File: src/rtl/arb8_sched_if.sv
`default_nettype none
// ============================================================================
// Module   : arb8_sched_if
// Brief    : Request/grant bundle between the requesting units and arb8_sched.
// Revision : 1.0 - initial release
// ============================================================================
// "release" is a reserved word in SystemVerilog, so the owner-release line
// is carried as rel.
interface arb8_sched_if;
    logic       en;
    logic       mode;
    logic [7:0] req;
    logic       rel;
    logic [7:0] gnt;
    logic [2:0] gnt_id;
    logic       busy;
    logic       any_req;
    logic       timeout;

    modport master (
        output en, mode, req, rel,
        input  gnt, gnt_id, busy, any_req, timeout
    );

    modport slave (
        input  en, mode, req, rel,
        output gnt, gnt_id, busy, any_req, timeout
    );
endinterface
`default_nettype wire

File: src/rtl/arb8_sched.sv
`default_nettype none
// ============================================================================
// Module   : arb8_sched
// Brief    : Eight-requester fixed-priority / round-robin arbiter with hold
//            limit, one-cycle gap between owners and registered grant outputs.
// Revision : 1.0 - initial release
// ============================================================================
module arb8_sched #(
    parameter int MAX_HOLD = 15
) (
    input  wire logic    clk,
    input  wire logic    rst,
    arb8_sched_if.slave  bus
);

    localparam int c_cnt_w = (MAX_HOLD > 1) ? $clog2(MAX_HOLD) : 1;
    localparam logic [c_cnt_w-1:0] c_hold_last = c_cnt_w'(MAX_HOLD - 1);

    typedef enum logic [1:0] {
        S_IDLE  = 2'd0,
        S_GRANT = 2'd1,
        S_GAP   = 2'd2
    } state_t;

    state_t               r_state, w_state_nxt;
    logic [7:0]           r_gnt, w_gnt_nxt;
    logic [2:0]           r_gnt_id, w_gnt_id_nxt;
    logic [2:0]           r_last, w_last_nxt;
    logic [c_cnt_w-1:0]   r_cnt, w_cnt_nxt;
    logic                 r_timeout, w_timeout_nxt;

    logic [2:0]           w_fp_id;
    logic [2:0]           w_rr_id;
    logic                 w_rr_found;
    logic [2:0]           w_win_id;

    // Fixed priority: the last set bit in an ascending scan is the highest index.
    always_comb begin
        w_fp_id = 3'd0;
        for (int k = 0; k < 8; k++) begin
            if (bus.req[k]) begin
                w_fp_id = 3'(k);
            end
        end
    end

    // Round-robin: scan last+1 .. last+8, the 3-bit sum wrapping modulo 8.
    always_comb begin
        w_rr_id    = 3'd0;
        w_rr_found = 1'b0;
        for (int k = 1; k <= 8; k++) begin
            if (!w_rr_found && bus.req[r_last + 3'(k)]) begin
                w_rr_found = 1'b1;
                w_rr_id    = r_last + 3'(k);
            end
        end
    end

    assign w_win_id = bus.mode ? w_rr_id : w_fp_id;

    always_comb begin
        w_state_nxt   = r_state;
        w_gnt_nxt     = r_gnt;
        w_gnt_id_nxt  = r_gnt_id;
        w_last_nxt    = r_last;
        w_cnt_nxt     = r_cnt;
        w_timeout_nxt = 1'b0;

        case (r_state)
            S_IDLE: begin
                if (bus.en && (|bus.req)) begin
                    w_state_nxt  = S_GRANT;
                    w_gnt_nxt    = 8'b1 << w_win_id;
                    w_gnt_id_nxt = w_win_id;
                    w_last_nxt   = w_win_id;
                    w_cnt_nxt    = '0;
                end
            end
            S_GRANT: begin
                w_cnt_nxt = r_cnt + 1'b1;
                // Revoke and release outrank the hold limit, so only a pure
                // hold-limit exit raises timeout.
                if (!bus.en || bus.rel || !bus.req[r_gnt_id]) begin
                    w_state_nxt  = S_GAP;
                    w_gnt_nxt    = 8'h00;
                    w_gnt_id_nxt = 3'd0;
                end else if (r_cnt == c_hold_last) begin
                    w_state_nxt   = S_GAP;
                    w_gnt_nxt     = 8'h00;
                    w_gnt_id_nxt  = 3'd0;
                    w_timeout_nxt = 1'b1;
                end
            end
            S_GAP: begin
                w_state_nxt = S_IDLE;
                w_cnt_nxt   = '0;
            end
            default: begin
                w_state_nxt  = S_IDLE;
                w_gnt_nxt    = 8'h00;
                w_gnt_id_nxt = 3'd0;
                w_cnt_nxt    = '0;
            end
        endcase
    end

    always_ff @(posedge clk) begin
        if (rst) begin
            r_state   <= S_IDLE;
            r_gnt     <= 8'h00;
            r_gnt_id  <= 3'd0;
            r_last    <= 3'd7;
            r_cnt     <= '0;
            r_timeout <= 1'b0;
        end else begin
            r_state   <= w_state_nxt;
            r_gnt     <= w_gnt_nxt;
            r_gnt_id  <= w_gnt_id_nxt;
            r_last    <= w_last_nxt;
            r_cnt     <= w_cnt_nxt;
            r_timeout <= w_timeout_nxt;
        end
    end

    assign bus.gnt     = r_gnt;
    assign bus.gnt_id  = r_gnt_id;
    assign bus.busy    = (r_state == S_GRANT);
    assign bus.timeout = r_timeout;
    assign bus.any_req = |bus.req;

endmodule
`default_nettype wire

File: src/flat_wrapper.sv
// flat-port wrapper written by rule: the top's interface ports become plain ports
module arb8_sched_flat 
#(
    parameter int MAX_HOLD = 15
)
  (clk, rst, bus_en, bus_mode, bus_req, bus_rel, bus_gnt, bus_gnt_id, bus_busy, bus_any_req, bus_timeout);
  arb8_sched_if bus_i ();
  input  wire logic clk;
  input  wire logic rst;
  input wire logic [$bits(bus_i.en)-1:0] bus_en;
  input wire logic [$bits(bus_i.mode)-1:0] bus_mode;
  input wire logic [$bits(bus_i.req)-1:0] bus_req;
  input wire logic [$bits(bus_i.rel)-1:0] bus_rel;
  output wire logic [$bits(bus_i.gnt)-1:0] bus_gnt;
  output wire logic [$bits(bus_i.gnt_id)-1:0] bus_gnt_id;
  output wire logic [$bits(bus_i.busy)-1:0] bus_busy;
  output wire logic [$bits(bus_i.any_req)-1:0] bus_any_req;
  output wire logic [$bits(bus_i.timeout)-1:0] bus_timeout;
  assign bus_i.en = bus_en;
  assign bus_i.mode = bus_mode;
  assign bus_i.req = bus_req;
  assign bus_i.rel = bus_rel;
  assign bus_gnt = bus_i.gnt;
  assign bus_gnt_id = bus_i.gnt_id;
  assign bus_busy = bus_i.busy;
  assign bus_any_req = bus_i.any_req;
  assign bus_timeout = bus_i.timeout;
  arb8_sched #(.MAX_HOLD(MAX_HOLD)) u_core (.clk(clk), .rst(rst), .bus(bus_i));
endmodule
File: config.mk
export PLATFORM = sky130hd
export DESIGN_NAME = arb8_sched_flat
export DESIGN_NICKNAME = d
export VERILOG_FILES = /design/src/rtl/arb8_sched_if.sv /design/src/rtl/arb8_sched.sv /design/src/flat_wrapper.sv
export SDC_FILE = /design/constraint.sdc
export NUM_CORES = 1
export LEC_CHECK = 0
export BUFFER_PORTS_ARGS = -buffer_cell sky130_fd_sc_hd__clkbuf_2
export CORE_ASPECT_RATIO = 2
export CORE_UTILIZATION = 40
export DETAILED_ROUTE_END_ITERATION = 16
export HOLD_SLACK_MARGIN = 0.06
export PLACE_DENSITY = 0.67
export SKIP_CTS_REPAIR_TIMING = 1
export SYNTH_ARGS = -nofsm -noshare
export SYNTH_HDL_FRONTEND = slang
export SYNTH_SLANG_ARGS = --single-unit
File: constraint.sdc
create_clock -name clk -period 4.9 [get_ports clk]
set_input_delay 0.98 -clock clk [delete_from_list [all_inputs] [get_ports clk]]
set_output_delay 0.98 -clock clk [all_outputs]
set_load 0.005 [all_outputs]
; ---- Yosys cells after proc, flatten, opt, wreduce, memory -nomap -nowiden
; Index checks and enable logic that the tools add are counted.
[totals]
ff_bits = 21
input_bits = 13
out_inout_bits = 14
[op_classes]
addsub = 8
n_lt_le_gt_ge = 9
eq_ne = 5
n_shift = 1
n_mux = 56
bitwise = 2
n_reduce_logical = 25
[op_table]
columns = cell, n
row1 = $mux W3, 18
row2 = $lt A3 B4 Y1 const B, 9
row3 = $bmux W1 S3, 9
row4 = $mux W8, 3
row5 = $pmux W8 S3, 1
row6 = $mux W1, 18
row7 = $add A3 B3 Y3 const B, 4
row8 = $logic_not A1 Y1, 9
row9 = $pmux W3 S3, 1
row10 = $logic_and A1 B1 Y1, 8
row11 = $pmux W4 S2, 1
row12 = $reduce_or A8 Y1, 1
row13 = $shl A1 B3 Y8 const A, 1
row14 = $add A3 B2 Y3 const B, 2
row15 = $mux W2, 3
row16 = $add A4 B1 Y4 const B, 1
row17 = $eq A4 B4 Y1 const B, 1
row18 = $mux W4, 1
row19 = $pmux W2 S2, 1
row20 = $reduce_and A2 Y1, 2
row21 = $add A3 B1 Y3 const B, 1
row22 = $ne A3 B1 Y1 const B, 1
row23 = $reduce_and A3 Y1, 1
row24 = $reduce_or A3 Y1, 1
row25 = other kinds (6), 8

; ---- Depth between registers and ports, before layout
; Gate-level depths: netlist (run 1).
[depth]
word_depth = 29
ltp_mapped = 14
ltp_nobuf = 10

; ---- Worst setup path before layout (run 1)
; Ideal clock, no wire load.
[synth_path]
kind = register to register
from = register u_core.r_last[1]
to = register u_core.r_gnt[6] (netlist: u_core.bus.gnt[6])
t_arrival_ns = 3.147
t_required_ns = 4.783
slack_ns = 1.636
path_stages_with_launch = 15
period_less_slack_ns = 3.264
path_cell_list = dfxtp_1 buf_6 clkbuf_1 inv_1 ha_1 buf_2 xnor2_1 mux2i_1 o221ai_1 and3_1 buf_2 a311o_1 a21oi_1 nor3_1 a32o_1
[synth_between]
elab_chain_len = 29
elab_cells_between_ends = 56
[synth_lines]
columns = element, line
row1 = start: declaration, arb8_sched.sv:28  ; logic [2:0] r_last, w_last_nxt;
row2 = start signal: assignment, arb8_sched.sv:119  ; r_last <= w_last_nxt;
row3 = $add A3 B1 Y3, "arb8_sched.sv:52, arb8_sched.sv:54"
row4 = $bmux W1 S3, arb8_sched.sv:52  ; if (!w_rr_found && bus.req[r_last + 3'(k)]) begin
row5 = $mux W1 (implied by the code), arb8_sched.sv:52
row6 = $mux W1, arb8_sched.sv:52
row7 = $logic_not A1 Y1, arb8_sched.sv:52
row8 = $logic_and A1 B1 Y1, arb8_sched.sv:52
row9 = $mux W1, arb8_sched.sv:52
row10 = $logic_not A1 Y1, arb8_sched.sv:52
row11 = [13 not listed], -
row12 = $mux W1, arb8_sched.sv:52
row13 = $logic_not A1 Y1, arb8_sched.sv:52
row14 = $logic_and A1 B1 Y1, arb8_sched.sv:52
row15 = $mux W3 (*), arb8_sched.sv:52
row16 = $mux W3 (*), arb8_sched.sv:59  ; assign w_win_id = bus.mode ? w_rr_id : w_fp_id;
row17 = $shl A1 B3 Y8 (*), arb8_sched.sv:73  ; w_gnt_nxt = 8'b1 << w_win_id;
row18 = $mux W8 (*), arb8_sched.sv:71  ; if (bus.en && (|bus.req)) begin
row19 = $pmux W8 S3 (*), arb8_sched.sv:69  ; case (r_state)
row20 = end signal: assignment, arb8_sched.sv:117  ; r_gnt <= w_gnt_nxt;
row21 = end: declaration, arb8_sched.sv:26  ; logic [7:0] r_gnt, w_gnt_nxt;
; Every way passes the cells marked *; elsewhere a longest branch is shown, timed or not. The select of a mux whose other input is x is not followed.
; A chain may end at the register's enable or synchronous reset.

; ---- Worst setup path in the final report (run 1)
[layout_path]
from = register u_core.r_last[0]
to = register u_core.r_gnt[7] (netlist: u_core.bus.gnt[7])
; Same word-level chain as after synthesis.

==> summary.md, run 1 <==
| Metric | Value |
|---|---|
| Average via count per standard cell | `6.28` |
| Count leader, synth | `nor2_1` |
| Vias | `1916` |
| Predominant post-synthesis flop cell | `dfxtp_1` |
| CP required | `5070 ps` |
| M3 GR Usage | `0.0162` |
| Clock latency on the worst-skew pair | `270 ps` |
| Mapped Area | `2020 µm²` |
| Largest net degree at the start of global routing | `26` |
| Register bit total from synthesis | `21` |
| Row Count | `36` |
| Antenna violations before repair | `0` |
| CP Max Fanout | `14` |
| Lkg Pwr | `0.912 nW` |
| Synth Instances | `237` |
| Placed insts | `301` |
| Largest family of logic cells by synthesized area | `multiplexers` |
| # fillers | `508` |
| P per Cell Area | `298 nW/µm²` |
| Final period util | `0.713` |
| Final-report max-slew violation count | `0` |
| Post-DP HPWL | `4320 µm` |
| WP data arrival | `3660 ps` |
| DRT iter0 DRCs | `48` |
| Final core occ | `0.450` |
| Fin crit period | `3490 ps` |
| Core area | `4860 µm²` |
| Post-synthesis mux area share | `0.252` |
| Post-Synth Simple-Gate Area | `0.190` |
| Gpl congestion | `1.01` |
| Max Root-Sink Buffers | `2` |
| GRT met2 Usage | `0.412` |
| Synth Area in Compound Gates | `0.243` |
| Critical path class | `reg2reg` |
| Final Cell Area | `2190 µm²` |
| Area share of fa/ha/maj cells after synthesis | `0.0247` |
| Antenna Nets Post-Route | `0` |
| Clk slew on worst S/H paths | `80 ps` |
| CTS buffer count | `3` |
| Area contributors post-synth | `dfxtp_1 (21%), mux4_2 (7.8%), mux2i_1 (6.4%)` |
| Synth top area share | `0.208` |
| Startpoint types | `flop` |
| Synth Warn # | `0` |
| Max stage delay on crit path | `700 ps` |
| H-tree Lvls | `1` |
| Rel. slew slack | `0.248` |
| Crit-path most repeated cell | `a21oi_1` |
| First-pass GRT wire length | `8890 µm` |
| Worst min-delay path class | `reg2reg` |
| Number of max-cap violations | `0` |
| WL per Instance | `18.0 µm` |
| Crit path buf inv count | `1` |
| Critical path cell sequence | `inv_1, ha_1, mux2i_1, nand2_1, o221ai_1, and3_1, a21oi_1, a21oi_1, nor3_1, a32o_1` |
| Num ports | `27` |
| Slowest-stage cell, CP | `ha_1` |
| Die X | `52.3 µm` |
| Clk_skew | `9.38 ps` |
| Die area | `5360 µm²` |
| Non-Filler Instances | `305` |
| Aggregate global routing overflow | `0` |
| Commonest cells post-synth | `nor2_1 (29), dfxtp_1 (21), a21oi_1 (15)` |
| Sequential share of the synthesized area | `0.208` |
| Synth-to-Final Area Change | `8.10%` |
| Synth area leader | `dfxtp_1` |
| Final nets | `266` |
| Maximum VDD drop | `0.000274 V` |
| Final setup violating endpoints | `0` |
| Antenna diodes | `0` |
| CTS Root Cell | `clkbuf_8` |
| Setup TNS | `0 ps` |
| Busiest grt layer | `met2` |
| Ys async rst share | `0` |
| Crit path capture type | `flop` |
| TritonCTS Sinks | `21` |
| XOR/XNOR share of the synthesized area | `0.0173` |
| Post-synth EDFFs | `0` |
| Vias in the first global route | `1837` |
| DRT Pass-1 Iters | `4` |
| Syn Nets | `254` |
| Worst slew pin tran | `1100 ps` |
| Die height | `103 µm` |
| Port bufs | `26` |
| Total power | `0.000653 W` |
| Fmax | `286 MHz` |
| Placed inst area | `2140 µm²` |
| DRC | `0` |
| Final wirelength | `5480 µm` |
| TritonCTS clock tree | `yes` |
| Initial core utilization | `0.416` |
| Synthesized area per cell | `8.54 µm²` |
| Share of cells above drive strength 1 | `0.222` |
| Total GRT Usage | `0.221` |
| Delay-heaviest family, CP | `compound AO/OA/AOI/OAI gates` |
| Final Hold Vio Count | `0` |
| Post-synth cell types | `57` |
| Status | `completed` |
| Met1 GRT Util | `0.216` |
| RSZ-0062 raised after global routing | `false` |
## registers in the layout, summed over array words and instances (netlist names)
register and flops:
u_core.r_state 2, u_core.bus.gnt 8, u_core.r_cnt 4, u_core.bus.timeout 1
u_core.r_last 3, u_core.bus.gnt_id 3
## power by group
group | total (W) | internal (W) | switching, W
combinational | 0.000339 | 0.000145 | 0.000193
sequential | 0.000197 | 0.000182 | 0.0000150
clock | 0.000117 | 0.0000569 | 0.0000601
## placed cells by master, fill, tap and decap left out, types with 3 or more instances in the layout
master / n
nor2_1: 29
clkbuf_2: 26
dfxtp_1: 21
a21oi_1: 15
nand2_1: 14
mux2i_1: 13
o21ai_0: 11
mux2_2: 9
inv_1: 7
mux4_2: 7
o31ai_1: 7
nor3_1: 5
nand3_1: 4
and2_1: 4
mux4_1: 4
ha_1: 4
nand2b_1: 3
nor4_1: 3
nand3b_1: 3
and3_1: 3
a211oi_1: 3
o21a_1: 3
a221o_1: 3
a211o_1: 3
a32o_1: 3
clkbuf_8: 3
## path summary, 6_finish.rpt
kind | cells past startpoint | end | slack (ps) | startpoint
worst max-delay path | 10 | u_core.bus.gnt[7] | 1410 | u_core.r_last[0]
worst min-delay path | 2 | u_core.bus.gnt[0] | 460 | u_core.bus.gnt[0]
worst max register to register | 10 | u_core.bus.gnt[7] | 1410 | u_core.r_last[0]
worst min register to register | 2 | u_core.bus.gnt[0] | 460 | u_core.bus.gnt[0]
## cell type report
class / count / area, µm² / area share
multi-input cells: 186 / 1470 / 0.672
flip-flops and latches: 21 / 420 / 0.192
repair buffers: 28 / 145 / 0.0664
well taps: 57 / 71.3 / 0.0326
clock buffers: 3 / 41.3 / 0.0189
inverters: 9 / 33.8 / 0.0154
clock inverters: 1 / 5.00 / 0.00229
## kinds of logic after synthesis
logic type | after synthesis
compound gates | 66
xor+xnor | 4
fa+ha+maj | 4
buf+inv | 30
flops | 21
mux | 34
simple gates | 78
## worst reg2reg max path, cell delays in order, from the launching register on
cell      delay, ps
dfxtp_1         330
inv_1           110
ha_1            700
mux2i_1         350
nand2_1         110
o221ai_1        510
and3_1          380
a21oi_1          90
a21oi_1         410
nor3_1          130
a32o_1          280
## through the flow
step / hold WS [ps] / setup WS (ps)
floorplan: 449 / 1640
global placement: 439 / 1420
detailed placement: 444 / 1380
CTS: 461 / 1410
global route: 484 / 1160
finish: 459 / 1410
## per-layer routing
layer  wire, µm  vias to the layer above
met5          0                        -
met4        355                        0
met3        163                       21
met2       3080                       65
met1       1880                      916
li1           -                      914
Power figures use the tool's default switching activity.
==> run 2: changes to the inputs <==
--- a/config.mk
+++ b/config.mk
@@ -10,7 +10,7 @@
 export CORE_UTILIZATION = 40
 export DETAILED_ROUTE_END_ITERATION = 16
 export HOLD_SLACK_MARGIN = 0.06
-export PLACE_DENSITY = 0.67
+export PLACE_DENSITY = 0.69
 export SKIP_CTS_REPAIR_TIMING = 1
 export SYNTH_ARGS = -nofsm -noshare
 export SYNTH_HDL_FRONTEND = slang
==> constraint.sdc (replaced) <==
create_clock -name clk -period 3 [get_ports clk]
set_input_delay 0.6 -clock clk [delete_from_list [all_inputs] [get_ports clk]]
set_output_delay 0.6 -clock clk [all_outputs]
set_load 0.005 [all_outputs]
==> run 2 against run 1 <==
Maximum frequency up 20%. Register-to-register slack worse by 1300 ps. Final cell count up 10%. Clock skew down 4.3 ps. Combinational power up 99%. Flip-flop and latch count unchanged. Largest cell class unchanged.
==> summary.md, run 2 (synthesized netlist as in run 1, its figures left out) <==
| Metric | Value |
|---|---|
| Status | `completed` |
| Startpoint types | `flop` |
| CP required | `3150 ps` |
| Die height | `103 µm` |
| Share of cells above drive strength 1 | `0.341` |
| Worst min-delay path class | `reg2reg` |
| Clk slew on worst S/H paths | `80 ps` |
| Average via count per standard cell | `6.28` |
| CP Max Fanout | `15` |
| Maximum VDD drop | `0.000447 V` |
| Synth-to-Final Area Change | `22.3%` |
| Crit path capture type | `flop` |
| Rel. slew slack | `0.494` |
| Port bufs | `26` |
| Lkg Pwr | `1.08 nW` |
| M3 GR Usage | `0.0133` |
| Fin crit period | `2910 ps` |
| Core area | `4860 µm²` |
| DRC | `0` |
| Max reg flops | `8` |
| Clock latency on the worst-skew pair | `260 ps` |
| Final core occ | `0.508` |
| Final period util | `0.970` |
| Most common cell after layout, fill and taps aside | `buf_4` |
| Gpl congestion | `0.952` |
| Final nets | `297` |
| Final Cell Area | `2470 µm²` |
| WP data arrival | `3060 ps` |
| Worst slew pin tran | `753 ps` |
| Die area | `5360 µm²` |
| RSZ-0062 raised after global routing | `false` |
| Num ports | `27` |
| GRT met2 Usage | `0.443` |
| DRT Pass-1 Iters | `4` |
| Most frequent cells in the layout | `buf_4 (33), nor2_1 (29), clkbuf_2 (26)` |
| Max Root-Sink Buffers | `2` |
| Die X | `52.3 µm` |
| Met1 GRT Util | `0.216` |
| Row Count | `36` |
| Clk_skew | `5.13 ps` |
| Hold_ws | `465 ps` |
| DRT iter0 DRCs | `48` |
| P per Cell Area | `476 nW/µm²` |
| Final wirelength | `6030 µm` |
| TritonCTS clock tree | `yes` |
| Placed inst area | `2380 µm²` |
| CTS buffer count | `3` |
| Initial core utilization | `0.416` |
| Total GRT Usage | `0.238` |
| Total power | `0.00118 W` |
| CTS Root Cell | `clkbuf_8` |
| Fmax | `344 MHz` |
| Largest net degree at the start of global routing | `19` |
| Final Hold Vio Count | `0` |
| Antenna violations before repair | `0` |
| Final setup violating endpoints | `0` |
| TritonCTS Sinks | `21` |
| Vias | `2109` |
| Critical path class | `reg2reg` |
| Busiest grt layer | `met2` |
| Antenna Nets Post-Route | `0` |
| Aggregate global routing overflow | `0` |
| Antenna diodes | `0` |
| Post-DP HPWL | `4800 µm` |
| Final-report max-slew violation count | `0` |
| Number of max-cap violations | `0` |
| WL per Instance | `18.0 µm` |
| H-tree Lvls | `1` |
| First-pass GRT wire length | `9430 µm` |
| Vias in the first global route | `1997` |
## run 2: cell count changes in the layout (fill, tap and decap cells not counted), sizes merged
cell  before  now
buf        2   33
## run 2: final cells by class
| type | count | area, µm² |
|---|---|---|
| Sequential cell | 21 | 420 |
| Clock inverter | 1 | 5.00 |
| Fill cell | 473 | 2390 |
| Multi-Input combinational cell | 186 | 1520 |
| Clock buffer | 3 | 41.3 |
| Tap cell | 57 | 71.3 |
| Timing Repair Buffer | 59 | 378 |
| Inverter | 9 | 33.8 |
## run 2: power by group
group	switching (W)	leakage, nW	internal [W]
Sequential	0.0000203	0.171	0.000298
Combinational	0.000356	0.878	0.000319
Clock	0.0000918	0.0255	0.0000925
## run 2: path summary, 6_finish.rpt
path / startpoint / endpoint / slack, ps / cells past startpoint
max: u_core.r_last[0] / u_core.bus.gnt_id[0] / 90 / 10
min: u_core.bus.gnt[0] / u_core.bus.gnt[0] / 470 / 2
max reg2reg: u_core.r_last[0] / u_core.bus.gnt_id[0] / 90 / 10
min reg2reg: u_core.bus.gnt[0] / u_core.bus.gnt[0] / 470 / 2
## run 2: critical path: stages (launching register included)
cell,delay (ps)
dfxtp_1,310
buf_4,190
ha_1,260
xnor2_1,240
mux4_2,560
or3b_1,360
a221o_1,270
o211ai_1,180
buf_4,200
a2bb2oi_1,160
nor2_1,60
## run 2: routing by layer
metal / part of all wire / routed length (µm)
met1: 0.34 / 2020
met2: 0.54 / 3260
met3: 0.028 / 171
met4: 0.097 / 583
met5: 0 / 0
## run 2: through the flow
step           worst slack, ps  setup TNS, ps  cells
6_report                  90.8              0    336
3_3_place_gp             -18.8          -61.9    330
5_1_grt                  0.951              0    336
2_1_floorplan             5.89              0    237
3_5_place_dp             -38.8           -164    330
4_1_cts                  -72.2           -424    334
==> run 3: changes to the inputs <==
--- a/config.mk
+++ b/config.mk
@@ -7,10 +7,10 @@
 export LEC_CHECK = 0
 export BUFFER_PORTS_ARGS = -buffer_cell sky130_fd_sc_hd__clkbuf_2
 export CORE_ASPECT_RATIO = 2
-export CORE_UTILIZATION = 40
+export CORE_UTILIZATION = 53
 export DETAILED_ROUTE_END_ITERATION = 16
 export HOLD_SLACK_MARGIN = 0.06
-export PLACE_DENSITY = 0.69
+export PLACE_DENSITY = 0.85
 export SKIP_CTS_REPAIR_TIMING = 1
 export SYNTH_ARGS = -nofsm -noshare
 export SYNTH_HDL_FRONTEND = slang
==> run 3 against run 2 <==
Critical path depth is the same. Sequential power is essentially flat. Final cell count shrank 3.6%. Core utilization grew 16 points. Flip-flop and latch count is the same. Clock-buffer cell count is the same. Clock power shrank 3%. Total power shrank 1.3%. Hold slack lost 2.5 ps. Combinational power shrank 1%.
==> summary.md, run 3 (synthesized netlist as in run 1, its figures left out) <==
| Metric | Value |
|---|---|
| Status | `completed` |
| DRT Pass-1 Iters | `4` |
| Worst Reg2Reg Path Length in Cells | `10` |
| Row Count | `31` |
| Die height | `89.4 µm` |
| Core area | `3650 µm²` |
| Initial core utilization | `0.555` |
| First-pass GRT wire length | `9420 µm` |
| CTS Root Cell | `clkbuf_8` |
| Startpoint types | `flop` |
| Clk_skew | `3.07 ps` |
| Final wirelength | `5880 µm` |
| Maximum VDD drop | `0.000472 V` |
| Die area | `4080 µm²` |
| Clock latency on the worst-skew pair | `250 ps` |
| H-tree Lvls | `1` |
| Final nets | `293` |
| Die X | `45.7 µm` |
| Final setup violating endpoints | `0` |
| Lkg Pwr | `1.06 nW` |
| Max Root-Sink Buffers | `2` |
| Num ports | `27` |
| Vias | `2034` |
| WL per Instance | `18.2 µm` |
| DRC | `0` |
| Final-report max-slew violation count | `0` |
| Share of cells above drive strength 1 | `0.327` |
| Port bufs | `26` |
| WP data arrival | `3040 ps` |
| Crit Reg-Reg Startpoint | `u_core.r_last[0]` |
| Clk slew on worst S/H paths | `70 ps` |
| Worst slew pin tran | `626 ps` |
| Critical path class | `reg2reg` |
| Placed inst area | `2340 µm²` |
| Post-DP HPWL | `4580 µm` |
| TritonCTS clock tree | `yes` |
| Final period util | `0.964` |
| Worst setup path startpoint | `u_core.r_last[0]` |
| Max reg flops | `8` |
| Synth-to-Final Area Change | `20.5%` |
| Final Hold Vio Count | `0` |
| Crit path capture type | `flop` |
| Antenna violations before repair | `0` |
| Gpl congestion | `1.03` |
| Total GRT Usage | `0.316` |
| Fmax | `346 MHz` |
| Largest net degree at the start of global routing | `19` |
| Vias in the first global route | `1991` |
| WHS Path Cells | `2` |
| Fin crit period | `2890 ps` |
| Final Cell Area | `2440 µm²` |
| P per Cell Area | `477 nW/µm²` |
| CP required | `3150 ps` |
| Setup TNS | `0 ps` |
| CP Max Fanout | `14` |
| Antenna diodes | `0` |
| CTS buffer count | `3` |
| Average via count per standard cell | `6.28` |
| Aggregate global routing overflow | `0` |
| Most frequent cells in the layout | `nor2_1 (29), buf_4 (29), clkbuf_2 (26)` |
| Worst min-delay path class | `reg2reg` |
| Rel. slew slack | `0.579` |
| Number of max-cap violations | `0` |
| DRT iter0 DRCs | `94` |
| Antenna Nets Post-Route | `0` |
| Min-delay src | `u_core.bus.gnt[5]` |
| TritonCTS Sinks | `21` |
==> run 3: cell count changes in the layout (fill, tap and decap cells not counted), sizes merged <==
cell  change
buf       -4
==> run 3: stage by stage <==
step	std cells	hold slack [ps]	utilization	total power (W)	worst slack, ps
6_report	324	463	0.668	0.00116	108
5_1_grt	324	488	0.668	0.00123	-6.38
4_1_cts	323	465	0.656	0.00112	-64.6
3_5_place_dp	319	451	0.643	0.000942	-64.9
3_3_place_gp	319	449	0.643	0.000929	15.0
2_1_floorplan	237	449	-	0.000764	5.89
==> run 3: area by class of cell <==
| type | count | area (µm²) |
|---|---|---|
| clock buffer | 3 | 41.3 |
| clock inverter | 1 | 5.00 |
| fill | 312 | 1210 |
| inverter | 9 | 33.8 |
| multi-input combinational | 186 | 1530 |
| sequential | 21 | 420 |
| tap | 49 | 61.3 |
| timing repair buffer | 55 | 348 |
==> run 3: power by group <==
| group | switching [W] | internal, W | leakage [nW] | total (W) |
|---|---|---|---|---|
| Combinational | 0.000358 | 0.000308 | 0.866 | 0.000666 |
| Clock | 0.0000872 | 0.0000923 | 0.0255 | 0.000179 |
| Sequential | 0.0000196 | 0.000298 | 0.171 | 0.000317 |
==> run 3: final timing paths <==
check	end	slack, ps
max reg2reg	u_core.r_last[1]	110
min reg2reg	u_core.bus.gnt[5]	460
min	u_core.bus.gnt[5]	460
max	u_core.r_last[1]	110
==> run 3: routing by layer <==
layer,GRT usage,part of all wire,routed length (µm),up-vias
met1,0.327,0.36,2130,972
met3,0.0222,0.023,136,26
met5,0,0,0,-
li1,-,-,-,976
met2,0.558,0.53,3140,60
met4,0.238,0.081,476,0
==> run 3: worst max-delay path: stages (launching register included) <==
cell and delay [ps]:
dfxtp_1 330, buf_4 210, buf_4 230, mux4_2 370
mux2_4 320, and2_4 170, o211a_1 190, o21a_1 190
o31ai_4 290, a31oi_4 180, a211o_1 300
